## config.mk

```make
export PLATFORM = sky130hd
export DESIGN_NAME = tcam_lookup_ctrl_flat
export DESIGN_NICKNAME = d
export VERILOG_FILES = /design/src/rtl/tcam_lookup_ctrl_if.sv /design/src/rtl/tcam_lookup_ctrl.sv /design/src/flat_wrapper.sv
export SDC_FILE = /design/constraint.sdc
export NUM_CORES = 1
export LEC_CHECK = 0
export ABC_AREA = 1
export BUFFER_PORTS_ARGS = -buffer_cell sky130_fd_sc_hd__buf_2
export CORE_ASPECT_RATIO = 1.4
export CORE_MARGIN = 10
export CORE_UTILIZATION = 40
export CTS_CLUSTER_DIAMETER = 60
export DETAILED_ROUTE_END_ITERATION = 16
export GPL_ROUTABILITY_DRIVEN = 0
export PLACE_DENSITY = 0.68
export SLEW_MARGIN = 20
export SYNTH_ARGS = -nofsm -noshare
export SYNTH_HDL_FRONTEND = slang
export SYNTH_SLANG_ARGS = --single-unit
```

## constraint.sdc

```tcl
create_clock -name clk -period 1.7 [get_ports clk]
set_input_delay 0.17 -clock clk [delete_from_list [all_inputs] [get_ports clk]]
set_output_delay 0.17 -clock clk [all_outputs]
set_load 0.02 [all_outputs]
```

## src/rtl/tcam_lookup_ctrl_if.sv

```systemverilog
// rtl/tcam_lookup_ctrl_if.sv - update, search and result channels of tcam_lookup_ctrl
interface tcam_lookup_ctrl_if #(
  parameter int AW    = 9,
  parameter int WIDTH = 36,
  parameter int TAG_W = 4
);
  logic             upd_valid;
  logic             upd_ready;
  logic [AW-1:0]    upd_addr;
  logic [WIDTH-1:0] upd_patt;
  logic [WIDTH-1:0] upd_mask;
  logic             srch_valid;
  logic             srch_ready;
  logic [WIDTH-1:0] srch_key;
  logic [TAG_W-1:0] srch_tag;
  logic             res_valid;
  logic             res_ready;
  logic             res_hit;
  logic [AW-1:0]    res_addr;
  logic [TAG_W-1:0] res_tag;

  modport master (
    output upd_valid, upd_addr, upd_patt, upd_mask,
    output srch_valid, srch_key, srch_tag,
    output res_ready,
    input  upd_ready, srch_ready,
    input  res_valid, res_hit, res_addr, res_tag
  );

  modport slave (
    input  upd_valid, upd_addr, upd_patt, upd_mask,
    input  srch_valid, srch_key, srch_tag,
    input  res_ready,
    output upd_ready, srch_ready,
    output res_valid, res_hit, res_addr, res_tag
  );
endinterface

```

## src/rtl/tcam_lookup_ctrl.sv

```systemverilog
// rtl/tcam_lookup_ctrl.sv - arbitrates rule updates and searches onto a TCAM port, returns tagged results in order
module tcam_lookup_ctrl #(
  parameter int  DEPTH     = 512,
  parameter int  WIDTH     = 36,
  parameter int  TAG_W     = 4,
  parameter int  RES_DEPTH = 4,
  localparam int AW        = $clog2(DEPTH)
) (
  input  logic             clk,
  input  logic             rst_n,
  tcam_lookup_ctrl_if.slave lk,
  output logic             tcam_wEn,
  output logic [AW-1:0]    tcam_wAddr,
  output logic [WIDTH-1:0] tcam_wPatt,
  output logic [WIDTH-1:0] tcam_wMask,
  output logic [WIDTH-1:0] tcam_mPatt,
  input  logic             tcam_match,
  input  logic [AW-1:0]    tcam_mAddr,
  output logic [15:0]      hit_cnt,
  output logic [15:0]      miss_cnt
);
  localparam int PW = $clog2(RES_DEPTH);
  localparam int CW = PW + 1;
  localparam int EW = 1 + AW + TAG_W;

  typedef enum logic {GR_SRCH = 1'b0, GR_UPD = 1'b1} grant_e;

  grant_e           last_grant, last_grant_nx;
  logic             srch_ok, srch_elig, upd_go, srch_go;
  logic             inflight;
  logic [TAG_W-1:0] tag_q;
  logic [EW-1:0]    fifo_mem [RES_DEPTH];
  logic [PW-1:0]    wr_ptr, rd_ptr;
  logic [CW-1:0]    fifo_count;
  logic             push, pop;
  logic [EW-1:0]    push_data;
  logic             head_hit;
  logic [AW-1:0]    head_addr;
  logic [TAG_W-1:0] head_tag;
  logic [AW-1:0]    waddr_q;
  logic [WIDTH-1:0] wpatt_q, wmask_q, mpatt_q;

  // A slot is reserved for the in-flight search so the FIFO can never overflow.
  assign srch_ok   = (fifo_count + CW'(inflight)) < CW'(RES_DEPTH);
  assign srch_elig = lk.srch_valid && srch_ok;

  always_ff @(posedge clk or negedge rst_n) begin
    if (!rst_n) last_grant <= GR_SRCH;
    else        last_grant <= last_grant_nx;
  end

  // Readies are "would be granted if valid", so neither depends on its own valid.
  always_comb begin
    last_grant_nx = last_grant;
    lk.upd_ready  = 1'b0;
    lk.srch_ready = 1'b0;
    if (rst_n) begin
      lk.upd_ready  = !srch_elig || (last_grant == GR_SRCH);
      lk.srch_ready = srch_ok && (!lk.upd_valid || (last_grant == GR_UPD));
    end
    upd_go  = lk.upd_valid && lk.upd_ready;
    srch_go = lk.srch_valid && lk.srch_ready;
    if (upd_go)       last_grant_nx = GR_UPD;
    else if (srch_go) last_grant_nx = GR_SRCH;
  end

  assign tcam_wEn   = upd_go;
  assign tcam_wAddr = upd_go ? lk.upd_addr : waddr_q;
  assign tcam_wPatt = upd_go ? lk.upd_patt : wpatt_q;
  assign tcam_wMask = upd_go ? lk.upd_mask : wmask_q;
  assign tcam_mPatt = (upd_go || srch_go) ? lk.srch_key : mpatt_q;

  always_ff @(posedge clk or negedge rst_n) begin
    if (!rst_n) begin
      waddr_q  <= '0;
      wpatt_q  <= '0;
      wmask_q  <= '0;
      mpatt_q  <= '0;
      inflight <= 1'b0;
      tag_q    <= '0;
    end else begin
      if (upd_go) begin
        waddr_q <= lk.upd_addr;
        wpatt_q <= lk.upd_patt;
        wmask_q <= lk.upd_mask;
      end
      if (upd_go || srch_go) mpatt_q <= lk.srch_key;
      inflight <= srch_go;
      if (srch_go) tag_q <= lk.srch_tag;
    end
  end

  // The CAM answers one cycle after the search was presented.
  assign push      = inflight;
  assign push_data = {tcam_match, tcam_match ? tcam_mAddr : {AW{1'b0}}, tag_q};
  assign pop       = lk.res_valid && lk.res_ready;

  always_ff @(posedge clk) begin
    if (push) fifo_mem[wr_ptr] <= push_data;
  end

  always_ff @(posedge clk or negedge rst_n) begin
    if (!rst_n) begin
      wr_ptr     <= '0;
      rd_ptr     <= '0;
      fifo_count <= '0;
    end else begin
      if (push) wr_ptr <= wr_ptr + PW'(1);
      if (pop)  rd_ptr <= rd_ptr + PW'(1);
      case ({push, pop})
        2'b10:   fifo_count <= fifo_count + CW'(1);
        2'b01:   fifo_count <= fifo_count - CW'(1);
        default: fifo_count <= fifo_count;
      endcase
    end
  end

  assign {head_hit, head_addr, head_tag} = fifo_mem[rd_ptr];
  assign lk.res_valid = (fifo_count != '0);
  assign lk.res_hit   = lk.res_valid && head_hit;
  assign lk.res_addr  = lk.res_valid ? head_addr : '0;
  assign lk.res_tag   = lk.res_valid ? head_tag : '0;

  always_ff @(posedge clk or negedge rst_n) begin
    if (!rst_n) begin
      hit_cnt  <= '0;
      miss_cnt <= '0;
    end else if (push) begin
      if (tcam_match) begin
        if (hit_cnt != 16'hFFFF) hit_cnt <= hit_cnt + 16'd1;
      end else begin
        if (miss_cnt != 16'hFFFF) miss_cnt <= miss_cnt + 16'd1;
      end
    end
  end
endmodule

```

## src/flat_wrapper.sv

```systemverilog
// flat-port wrapper written by rule: the top's interface ports become plain ports
module tcam_lookup_ctrl_flat 
#(
  parameter int  DEPTH     = 512,
  parameter int  WIDTH     = 36,
  parameter int  TAG_W     = 4,
  parameter int  RES_DEPTH = 4,
  localparam int AW        = $clog2(DEPTH)
)
  (clk, rst_n, tcam_wEn, tcam_wAddr, tcam_wPatt, tcam_wMask, tcam_mPatt, tcam_match, tcam_mAddr, hit_cnt, miss_cnt, lk_upd_valid, lk_upd_addr, lk_upd_patt, lk_upd_mask, lk_srch_valid, lk_srch_key, lk_srch_tag, lk_res_ready, lk_upd_ready, lk_srch_ready, lk_res_valid, lk_res_hit, lk_res_addr, lk_res_tag);
  tcam_lookup_ctrl_if #(.AW((9)), .WIDTH(WIDTH), .TAG_W(TAG_W)) lk_i ();
  input  logic clk;
  input  logic rst_n;
  output logic tcam_wEn;
  output logic [AW-1:0] tcam_wAddr;
  output logic [WIDTH-1:0] tcam_wPatt;
  output logic [WIDTH-1:0] tcam_wMask;
  output logic [WIDTH-1:0] tcam_mPatt;
  input  logic tcam_match;
  input  logic [AW-1:0] tcam_mAddr;
  output logic [15:0] hit_cnt;
  output logic [15:0] miss_cnt;
  input wire logic [$bits(lk_i.upd_valid)-1:0] lk_upd_valid;
  input wire logic [$bits(lk_i.upd_addr)-1:0] lk_upd_addr;
  input wire logic [$bits(lk_i.upd_patt)-1:0] lk_upd_patt;
  input wire logic [$bits(lk_i.upd_mask)-1:0] lk_upd_mask;
  input wire logic [$bits(lk_i.srch_valid)-1:0] lk_srch_valid;
  input wire logic [$bits(lk_i.srch_key)-1:0] lk_srch_key;
  input wire logic [$bits(lk_i.srch_tag)-1:0] lk_srch_tag;
  input wire logic [$bits(lk_i.res_ready)-1:0] lk_res_ready;
  output wire logic [$bits(lk_i.upd_ready)-1:0] lk_upd_ready;
  output wire logic [$bits(lk_i.srch_ready)-1:0] lk_srch_ready;
  output wire logic [$bits(lk_i.res_valid)-1:0] lk_res_valid;
  output wire logic [$bits(lk_i.res_hit)-1:0] lk_res_hit;
  output wire logic [$bits(lk_i.res_addr)-1:0] lk_res_addr;
  output wire logic [$bits(lk_i.res_tag)-1:0] lk_res_tag;
  assign lk_i.upd_valid = lk_upd_valid;
  assign lk_i.upd_addr = lk_upd_addr;
  assign lk_i.upd_patt = lk_upd_patt;
  assign lk_i.upd_mask = lk_upd_mask;
  assign lk_i.srch_valid = lk_srch_valid;
  assign lk_i.srch_key = lk_srch_key;
  assign lk_i.srch_tag = lk_srch_tag;
  assign lk_i.res_ready = lk_res_ready;
  assign lk_upd_ready = lk_i.upd_ready;
  assign lk_srch_ready = lk_i.srch_ready;
  assign lk_res_valid = lk_i.res_valid;
  assign lk_res_hit = lk_i.res_hit;
  assign lk_res_addr = lk_i.res_addr;
  assign lk_res_tag = lk_i.res_tag;
  tcam_lookup_ctrl #(.DEPTH(DEPTH), .WIDTH(WIDTH), .TAG_W(TAG_W), .RES_DEPTH(RES_DEPTH)) u_core (.clk(clk), .rst_n(rst_n), .lk(lk_i), .tcam_wEn(tcam_wEn), .tcam_wAddr(tcam_wAddr), .tcam_wPatt(tcam_wPatt), .tcam_wMask(tcam_wMask), .tcam_mPatt(tcam_mPatt), .tcam_match(tcam_match), .tcam_mAddr(tcam_mAddr), .hit_cnt(hit_cnt), .miss_cnt(miss_cnt));
endmodule
```

==> run_summary.xml, run 1 <==
<?xml version="1.0" encoding="UTF-8"?>
<metrics>
  <group name="synth">
    <metric name="syn-num-nets" unit="">1189</metric>
    <metric name="yosys_most_used_dff" unit="">dfrtp_1</metric>
    <metric name="post_synth_most_frequent_cells" unit="">nand2_1 (485), dfrtp_1 (162), nor2_1 (99)</metric>
    <metric name="synth_cell_types" unit="">29</metric>
    <metric name="synth-edff-count" unit="">56</metric>
    <metric name="synth_area_leader" unit="">dfrtp_1</metric>
    <metric name="seq_area_frac_synth" unit="">0.615</metric>
    <metric name="syn_area_per_cell" unit="µm²">8.92</metric>
    <metric name="synthesis.yosys.warnings" unit="">0</metric>
    <metric name="postSynth.asyncResetShare" unit="">0.743</metric>
    <metric name="synthTopCellsByArea" unit="">dfrtp_1 (44%), nand2_1 (20%), edfxtp_1 (18%), nor2_1 (4.0%), nand3_1 (2.5%)</metric>
    <metric name="post_synth_inst_count" unit="">1045</metric>
    <metric name="synth_seq_cells" unit="">218</metric>
    <metric name="yosys.cell_count.top_type" unit="">nand2_1</metric>
    <metric name="netlist.area_leader.share" unit="">0.435</metric>
    <metric name="post_synth_design_cell_area" unit="µm²">9320</metric>
  </group>
  <group name="critical_path">
    <metric name="path_buf_inv" unit="">4</metric>
    <metric name="critPathMaxFanout" unit="">7</metric>
    <metric name="critical_path.reg2reg.endpoint" unit="">u_core.mpatt_q[20]</metric>
    <metric name="criticalPathCategory" unit="">flop to output port</metric>
    <metric name="r2r_slack" unit="ns">-0.13</metric>
    <metric name="cp_data_arrival_time" unit="ns">2.18</metric>
    <metric name="cpMaxStageDelayCell" unit="">dfrtp_1</metric>
    <metric name="worstPathCellList" unit="">inv_2 &gt; nand4_1 &gt; nand3_2 &gt; nand3_4 &gt; buf_6 &gt; nand2_8 &gt; clkbuf_16 &gt; nand2_2 &gt; nand2_2 &gt; buf_6</metric>
    <metric name="critical_path_required" unit="ns">1.53</metric>
    <metric name="timing.reg2reg.worst_path_depth" unit="">11</metric>
    <metric name="cpPeakStageDelay" unit="ns">0.42</metric>
    <metric name="timing.rr.start" unit="">u_core.inflight</metric>
    <metric name="worstSetupEndpointType" unit="">output port</metric>
    <metric name="critical_path.startpoint_type" unit="">flop</metric>
    <metric name="path_delay_family" unit="">simple AND/OR/NAND/NOR gates</metric>
  </group>
  <group name="finish">
    <metric name="layout.core_utilization" unit="">0.655</metric>
    <metric name="area_growth_syn_to_layout" unit="%">62.5</metric>
    <metric name="layout.filler_cells" unit="">1669</metric>
    <metric name="layout-drive-gt1-share" unit="">0.360</metric>
    <metric name="finish.net_count" unit="">1712</metric>
    <metric name="final_cells" unit="">1897</metric>
  </group>
  <group name="timing">
    <metric name="finalCritPeriodShare" unit="">1.38</metric>
    <metric name="timing.final.ws_setup" unit="ns">-0.652</metric>
    <metric name="peak_clock_frequency_supported_by_timing" unit="MHz">425</metric>
    <metric name="grt_setup_unrepaired" unit="">yes</metric>
    <metric name="hold_violations" unit="">127</metric>
    <metric name="finalSetupTns" unit="ns">-70.51</metric>
    <metric name="hold-worst-slack" unit="ns">-0.231</metric>
    <metric name="finClkSkew" unit="ns">0.0182</metric>
    <metric name="worstMarginPinSlew" unit="ns">0.696</metric>
    <metric name="final-setup-viol-count" unit="">155</metric>
    <metric name="fin_crit" unit="ns">2.35</metric>
    <metric name="final_max_slew_viol_count" unit="">0</metric>
    <metric name="worst_slew_margin_relative_to_its_limit" unit="">0.536</metric>
  </group>
  <group name="routing">
    <metric name="remaining_drc_errors" unit="">0</metric>
    <metric name="met2WireLength" unit="µm">19400</metric>
    <metric name="routedWlPerCell" unit="µm">19.9</metric>
    <metric name="wl_met1" unit="µm">12800</metric>
    <metric name="routed-wl-met3" unit="µm">3750</metric>
    <metric name="antenna_violating_nets_post_route" unit="">0</metric>
    <metric name="detailroute.via_count" unit="">9618</metric>
    <metric name="drt-pass1-iter-count" unit="">5</metric>
    <metric name="detail_route.iter0.violations" unit="">638</metric>
    <metric name="via_per_inst" unit="">5.07</metric>
    <metric name="dr.max_layer_used" unit="">met4</metric>
    <metric name="route.final.wire_length" unit="µm">37800</metric>
  </group>
  <group name="floorplanning">
    <metric name="die_area" unit="µm²">29900</metric>
    <metric name="floorplan.die.height" unit="µm">201</metric>
    <metric name="design.portCount" unit="">303</metric>
    <metric name="placement_rows" unit="">66</metric>
    <metric name="design.core.area" unit="µm²">23100</metric>
    <metric name="die-width" unit="µm">149</metric>
    <metric name="effective_utilization_at_floorplan" unit="">0.403</metric>
  </group>
  <group name="grt">
    <metric name="gr-usage-all-layers" unit="">0.220</metric>
    <metric name="overflow" unit="">0</metric>
    <metric name="grt_max_degree" unit="">130</metric>
    <metric name="via_count_of_the_first_global_routing_pass" unit="">9895</metric>
    <metric name="antenna_found_initial" unit="">6</metric>
    <metric name="grt_pass1_wl" unit="µm">53300</metric>
  </group>
  <group name="flow_run">
    <metric name="drv.max_cap_violation_count" unit="">0</metric>
  </group>
  <group name="run_status">
    <metric name="status" unit="">finished with violations</metric>
    <metric name="violations" unit="">negative hold slack, negative setup slack</metric>
  </group>
  <group name="power">
    <metric name="fin_total_pwr" unit="µW">23300</metric>
    <metric name="leakage" unit="µW">0.00771</metric>
    <metric name="power-per-cell-area" unit="nW/µm²">1540</metric>
    <metric name="worst_vdd_drop" unit="µV">1060</metric>
  </group>
  <group name="clocking">
    <metric name="worstSkewPairLatency" unit="ns">0.51</metric>
    <metric name="ctsLongestPathBuffers" unit="">3</metric>
    <metric name="tritoncts.num_buffers" unit="">22</metric>
    <metric name="clock_tree.root_cell" unit="">clkbuf_16</metric>
    <metric name="tritoncts" unit="">yes</metric>
    <metric name="post_cts_hold_buffer_count" unit="">125</metric>
    <metric name="clock_tree.htree_level_count" unit="">1</metric>
    <metric name="cts.clk_slew.worst_paths" unit="ns">0.06</metric>
    <metric name="cts_sinks" unit="">218</metric>
  </group>
  <group name="placed_design">
    <metric name="pre_cts_ws" unit="ns">-0.216</metric>
    <metric name="io_buffers" unit="">302</metric>
    <metric name="placedCellCount" unit="">1680</metric>
    <metric name="place_hpwl" unit="µm">20700</metric>
  </group>
  <group name="hold_path">
    <metric name="hold_path_class" unit="">input pin to asynchronous set/reset pin</metric>
  </group>
</metrics>
-- sequential cells by signal, summed over array words and instances (netlist names) --
| name | cells |
|---|---|
| u_core.wmask_q | 36 |
| u_core.last_grant | 1 |
| u_core.miss_cnt | 16 |
| u_core.rd_ptr | 2 |
| u_core.hit_cnt | 16 |
| u_core.tag_q | 4 |
| u_core.fifo_mem | 56 |
| u_core.wr_ptr | 2 |
| u_core.fifo_count | 3 |
| u_core.wpatt_q | 36 |
| u_core.waddr_q | 9 |
| u_core.mpatt_q | 36 |
| u_core.inflight | 1 |
-- through the flow --
step	hold slack [ns]	instance area (µm²)
floorplan	-0.126	9340
detailed placement	0.367	11700
global placement	0.364	11700
global route	-0.180	15100
CTS	-0.180	14400
finish	-0.231	15100
-- report_power, final --
part / leakage (µW) / switching, µW / internal, µW / total (µW)
logic: 0.00482 / 6230 / 4710 / 10900
registers: 0.00255 / 752 / 6740 / 7500
clock network: 0.000342 / 2050 / 2790 / 4840
-- logic make-up after synthesis --
kind of cell	share of synthesized area
AND/OR/NAND/NOR	0.270
XOR/XNOR	0.0207
AO/OA/AOI/OAI	0.0354
flip-flops	0.615
buffers and inverters	0.0470
adder cells (fa/ha/maj)	0.0115
-- routing by layer --
metal	track usage	vias to the layer above
met1	0.236	4572
met3	0.0661	130
met4	0.0952	0
met5	0	-
met2	0.388	579
li1	-	4337
-- cell type report --
type | count | area [µm²] | share of cell area
Inverter | 51 | 201 | 0.0133
Clock inverter | 12 | 115 | 0.00760
Tap cell | 306 | 383 | 0.0253
Sequential cell | 218 | 5740 | 0.379
Multi-Input combinational cell | 734 | 3560 | 0.235
Timing Repair Buffer | 541 | 4530 | 0.299
Antenna cell | 7 | 17.5 | 0.00116
Clock buffer | 28 | 594 | 0.0392
-- placed cells by master (no fill, tap or decap), types with 43 or more instances in the layout --
cell type,n
buf_4,115
edfxtp_1,56
inv_1,43
dlygate4sd3_1,125
nand2_1,401
buf_6,74
buf_2,197
nor2_1,92
dfrtp_1,159
nand2_2,69
-- worst reg2reg max path, stage by stage, from the launching register on --
cell and delay, ns:
dfrtp_1 0.39, nand3_1 0.12, nand2_2 0.11, nand3_2 0.12, nand3_4 0.15, buf_6 0.14
nand2_8 0.11, buf_6 0.17, nand2_2 0.06, nand2_2 0.07, buf_4 0.15, buf_4 0.13
-- timing repair --
item                                    in CTS  in global routing
cloned                                       4                  6
pin swaps                                    7                 34
buffers inserted                            12                 24
endpoints found under the setup margin     145                158
gates resized for setup                    200                141
hold endpoints to repair                   270                127
-- worst max-delay path by stage --
stage	cells past startpoint	start	to
finish	10	u_core.fifo_count[2]	tcam_mPatt[12]
global route	10	u_core.fifo_count[2]	tcam_mPatt[17]
CTS	10	u_core.fifo_count[2]	tcam_mPatt[15]
detailed placement	10	u_core.fifo_count[2]	tcam_mPatt[2]
global placement	10	u_core.fifo_count[2]	tcam_mPatt[33]
floorplan	8	u_core.fifo_count[0]	u_core.fifo_count[2]
No activity file was read; power rests on OpenSTA's default activity.
==> run 2: changes to the inputs <==
Settings changed: CTS_BUF_LIST from default to sky130_fd_sc_hd__clkbuf_16, PLACE_DENSITY 0.68 to 0.65.
Clock period 1.7 ns to 2.9 ns, I/O delays scaled along.
==> run 2 against run 1 <==
Effect of this change:
- the run now ends clean
- critical path depth down 2
- cell area fell by 16%
- via count decreased by 14%
- sequential cell count unchanged
- sequential power decreased by 43%
- clock power down 37%
- total power down 50%
- largest cell class unchanged
- first-iteration DRC count shrank 14%
- largest power group is now sequential cells
- critical path type unchanged
==> run_summary.xml, run 2 (synthesis gave the netlist of run 1 again) <==
<?xml version="1.0" encoding="UTF-8"?>
<metrics>
  <group name="clocking">
    <metric name="worstSkewPairLatency" unit="ns">0.50</metric>
    <metric name="clock_tree.root_cell" unit="">clkbuf_16</metric>
    <metric name="cts.clk_slew.worst_paths" unit="ns">0.06</metric>
    <metric name="tritoncts.num_buffers" unit="">23</metric>
    <metric name="tritoncts" unit="">yes</metric>
    <metric name="cts_sinks" unit="">218</metric>
    <metric name="clock_tree.htree_level_count" unit="">1</metric>
    <metric name="ctsLongestPathBuffers" unit="">3</metric>
  </group>
  <group name="floorplanning">
    <metric name="design.portCount" unit="">303</metric>
    <metric name="effective_utilization_at_floorplan" unit="">0.403</metric>
    <metric name="design.core.area" unit="µm²">23100</metric>
    <metric name="die-width" unit="µm">149</metric>
    <metric name="floorplan.die.height" unit="µm">201</metric>
    <metric name="die_area" unit="µm²">29900</metric>
    <metric name="placement_rows" unit="">66</metric>
  </group>
  <group name="power">
    <metric name="leakage" unit="µW">0.00675</metric>
    <metric name="fin_total_pwr" unit="µW">11600</metric>
    <metric name="worst_vdd_drop" unit="µV">746</metric>
    <metric name="power-per-cell-area" unit="nW/µm²">910</metric>
  </group>
  <group name="finish">
    <metric name="reg_with_most_ffs" unit="">u_core.fifo_mem</metric>
    <metric name="layout-drive-gt1-share" unit="">0.246</metric>
    <metric name="largest_register_ffs" unit="">56</metric>
    <metric name="area_growth_syn_to_layout" unit="%">37.0</metric>
    <metric name="final_common_cell" unit="">nand2_1</metric>
    <metric name="finish.net_count" unit="">1572</metric>
    <metric name="layout_common_cells" unit="">nand2_1 (485), buf_2 (301), dfrtp_1 (162), nor2_1 (99), dlygate4sd3_1 (89)</metric>
    <metric name="layout.filler_cells" unit="">2063</metric>
    <metric name="final_design_area_no_fill" unit="µm²">12800</metric>
  </group>
  <group name="routing">
    <metric name="detailroute.via_count" unit="">8286</metric>
    <metric name="remaining_drc_errors" unit="">0</metric>
    <metric name="detail_route.iter0.violations" unit="">551</metric>
    <metric name="via_per_inst" unit="">4.73</metric>
    <metric name="routedWlPerCell" unit="µm">17.0</metric>
    <metric name="drt-pass1-iter-count" unit="">6</metric>
    <metric name="antenna_violating_nets_post_route" unit="">0</metric>
    <metric name="route.final.wire_length" unit="µm">29900</metric>
  </group>
  <group name="timing">
    <metric name="final-setup-viol-count" unit="">0</metric>
    <metric name="finClkSkew" unit="ns">0.00822</metric>
    <metric name="fin_crit" unit="ns">2.68</metric>
    <metric name="final_max_slew_viol_count" unit="">0</metric>
    <metric name="peak_clock_frequency_supported_by_timing" unit="MHz">374</metric>
    <metric name="finalCritPeriodShare" unit="">0.923</metric>
    <metric name="hold_violations" unit="">0</metric>
    <metric name="worstMarginPinSlew" unit="ns">0.909</metric>
    <metric name="grt_setup_unrepaired" unit="">no</metric>
    <metric name="finalSetupTns" unit="ns">0</metric>
    <metric name="worst_slew_margin_relative_to_its_limit" unit="">0.394</metric>
    <metric name="hold-worst-slack" unit="ns">0.0203</metric>
  </group>
  <group name="run_status">
    <metric name="status" unit="">finished clean</metric>
  </group>
  <group name="grt">
    <metric name="grt_pass1_wl" unit="µm">47200</metric>
    <metric name="overflow" unit="">0</metric>
    <metric name="via_count_of_the_first_global_routing_pass" unit="">8706</metric>
    <metric name="antenna_found_initial" unit="">6</metric>
    <metric name="grt_max_degree" unit="">149</metric>
    <metric name="gr-usage-all-layers" unit="">0.195</metric>
  </group>
  <group name="critical_path">
    <metric name="worstSetupEndpointType" unit="">output port</metric>
    <metric name="cpPeakStageDelay" unit="ns">0.53</metric>
    <metric name="critPathMaxFanout" unit="">82</metric>
    <metric name="criticalPathCategory" unit="">flop to output port</metric>
    <metric name="path_delay_family" unit="">simple AND/OR/NAND/NOR gates</metric>
    <metric name="critical_path.startpoint_type" unit="">flop</metric>
    <metric name="path_buf_inv" unit="">3</metric>
    <metric name="worst_path_most_repeated_cell" unit="">nand2_1</metric>
    <metric name="critical_path_required" unit="ns">2.61</metric>
    <metric name="cp_data_arrival_time" unit="ns">2.39</metric>
    <metric name="worstPathCellList" unit="">nand4_1 &gt; nand3_1 &gt; nand3_4 &gt; inv_2 &gt; buf_12 &gt; nand2_1 &gt; nand2_1 &gt; buf_2</metric>
    <metric name="cpMaxStageDelayCell" unit="">dfrtp_1</metric>
  </group>
  <group name="flow_run">
    <metric name="drv.max_cap_violation_count" unit="">0</metric>
  </group>
  <group name="placed_design">
    <metric name="place_hpwl" unit="µm">19700</metric>
    <metric name="post_dp_cell_area" unit="µm²">11100</metric>
    <metric name="io_buffers" unit="">302</metric>
  </group>
  <group name="hold_path">
    <metric name="hold_path_class" unit="">input pin to flop</metric>
  </group>
</metrics>
==> run 2: final cells by class <==
type | count | area, µm² | area share
Inverter | 51 | 191 | 0.0150
Multi-Input combinational cell | 734 | 3150 | 0.247
Clock inverter | 17 | 205 | 0.0161
Sequential cell | 218 | 5740 | 0.449
Clock buffer | 23 | 576 | 0.0451
Antenna cell | 4 | 10.0 | 0.000784
Tap cell | 306 | 383 | 0.0300
Timing Repair Buffer | 400 | 2510 | 0.197
==> run 2: path summary, 6_finish.rpt <==
kind	endpoint	slack, ns	depth (start not counted)	start
max reg2reg	u_core.hit_cnt[12]	0.87	8	u_core.hit_cnt[0]
min reg2reg	u_core.wpatt_q[16]	0.47	2	u_core.wpatt_q[16]
max in group asynchronous	u_core.hit_cnt[3]	1.54	3	rst_n
max	tcam_wAddr[4]	0.22	8	u_core.inflight
min	u_core.wpatt_q[7]	0.02	3	lk_upd_patt[7]
min in group asynchronous	u_core.wpatt_q[1]	0.24	2	rst_n
==> run 2: routing by layer <==
layer	up-vias	GRT usage	share of wire
li1	4054	-	-
met1	3853	0.215	0.37
met2	319	0.338	0.50
met3	54	0.0665	0.093
met4	6	0.0664	0.028
met5	-	0	0.0015
==> run 2: worst reg2reg max path, cell delays in order (launching register included) <==
cell	delay (ns)
dfrtp_1	0.42
ha_1	0.23
inv_1	0.06
nor2_2	0.23
nand2_1	0.13
o21ai_4	0.44
inv_2	0.22
o21ai_0	0.13
nand2_1	0.06
==> run 2: per-stage QoR <==
| stage | instances | worst slack, ns | utilization |
|---|---|---|---|
| 2_1_floorplan | 1045 | 1.15 | - |
| 3_3_place_gp | 1620 | 0.791 | 0.479 |
| 3_5_place_dp | 1620 | 0.766 | 0.479 |
| 4_1_cts | 1749 | 0.210 | 0.552 |
| 5_1_grt | 1752 | 0.00799 | 0.552 |
| 6_report | 1753 | 0.224 | 0.552 |
==> run 2: what timing repair did <==
item | 4_1_cts | 5_1_grt
gates resized for setup | 0 | 0
hold buffers | 89 | 0
setup buffers | 0 | 0
endpoints found under the hold margin | 102 | 0
==> run 2: power by group <==
| part | switching (µW) | internal [µW] |
|---|---|---|
| Combinational | 2910 | 1340 |
| Clock | 1190 | 1880 |
| Sequential | 351 | 3950 |
| Total | 4450 | 7170 |
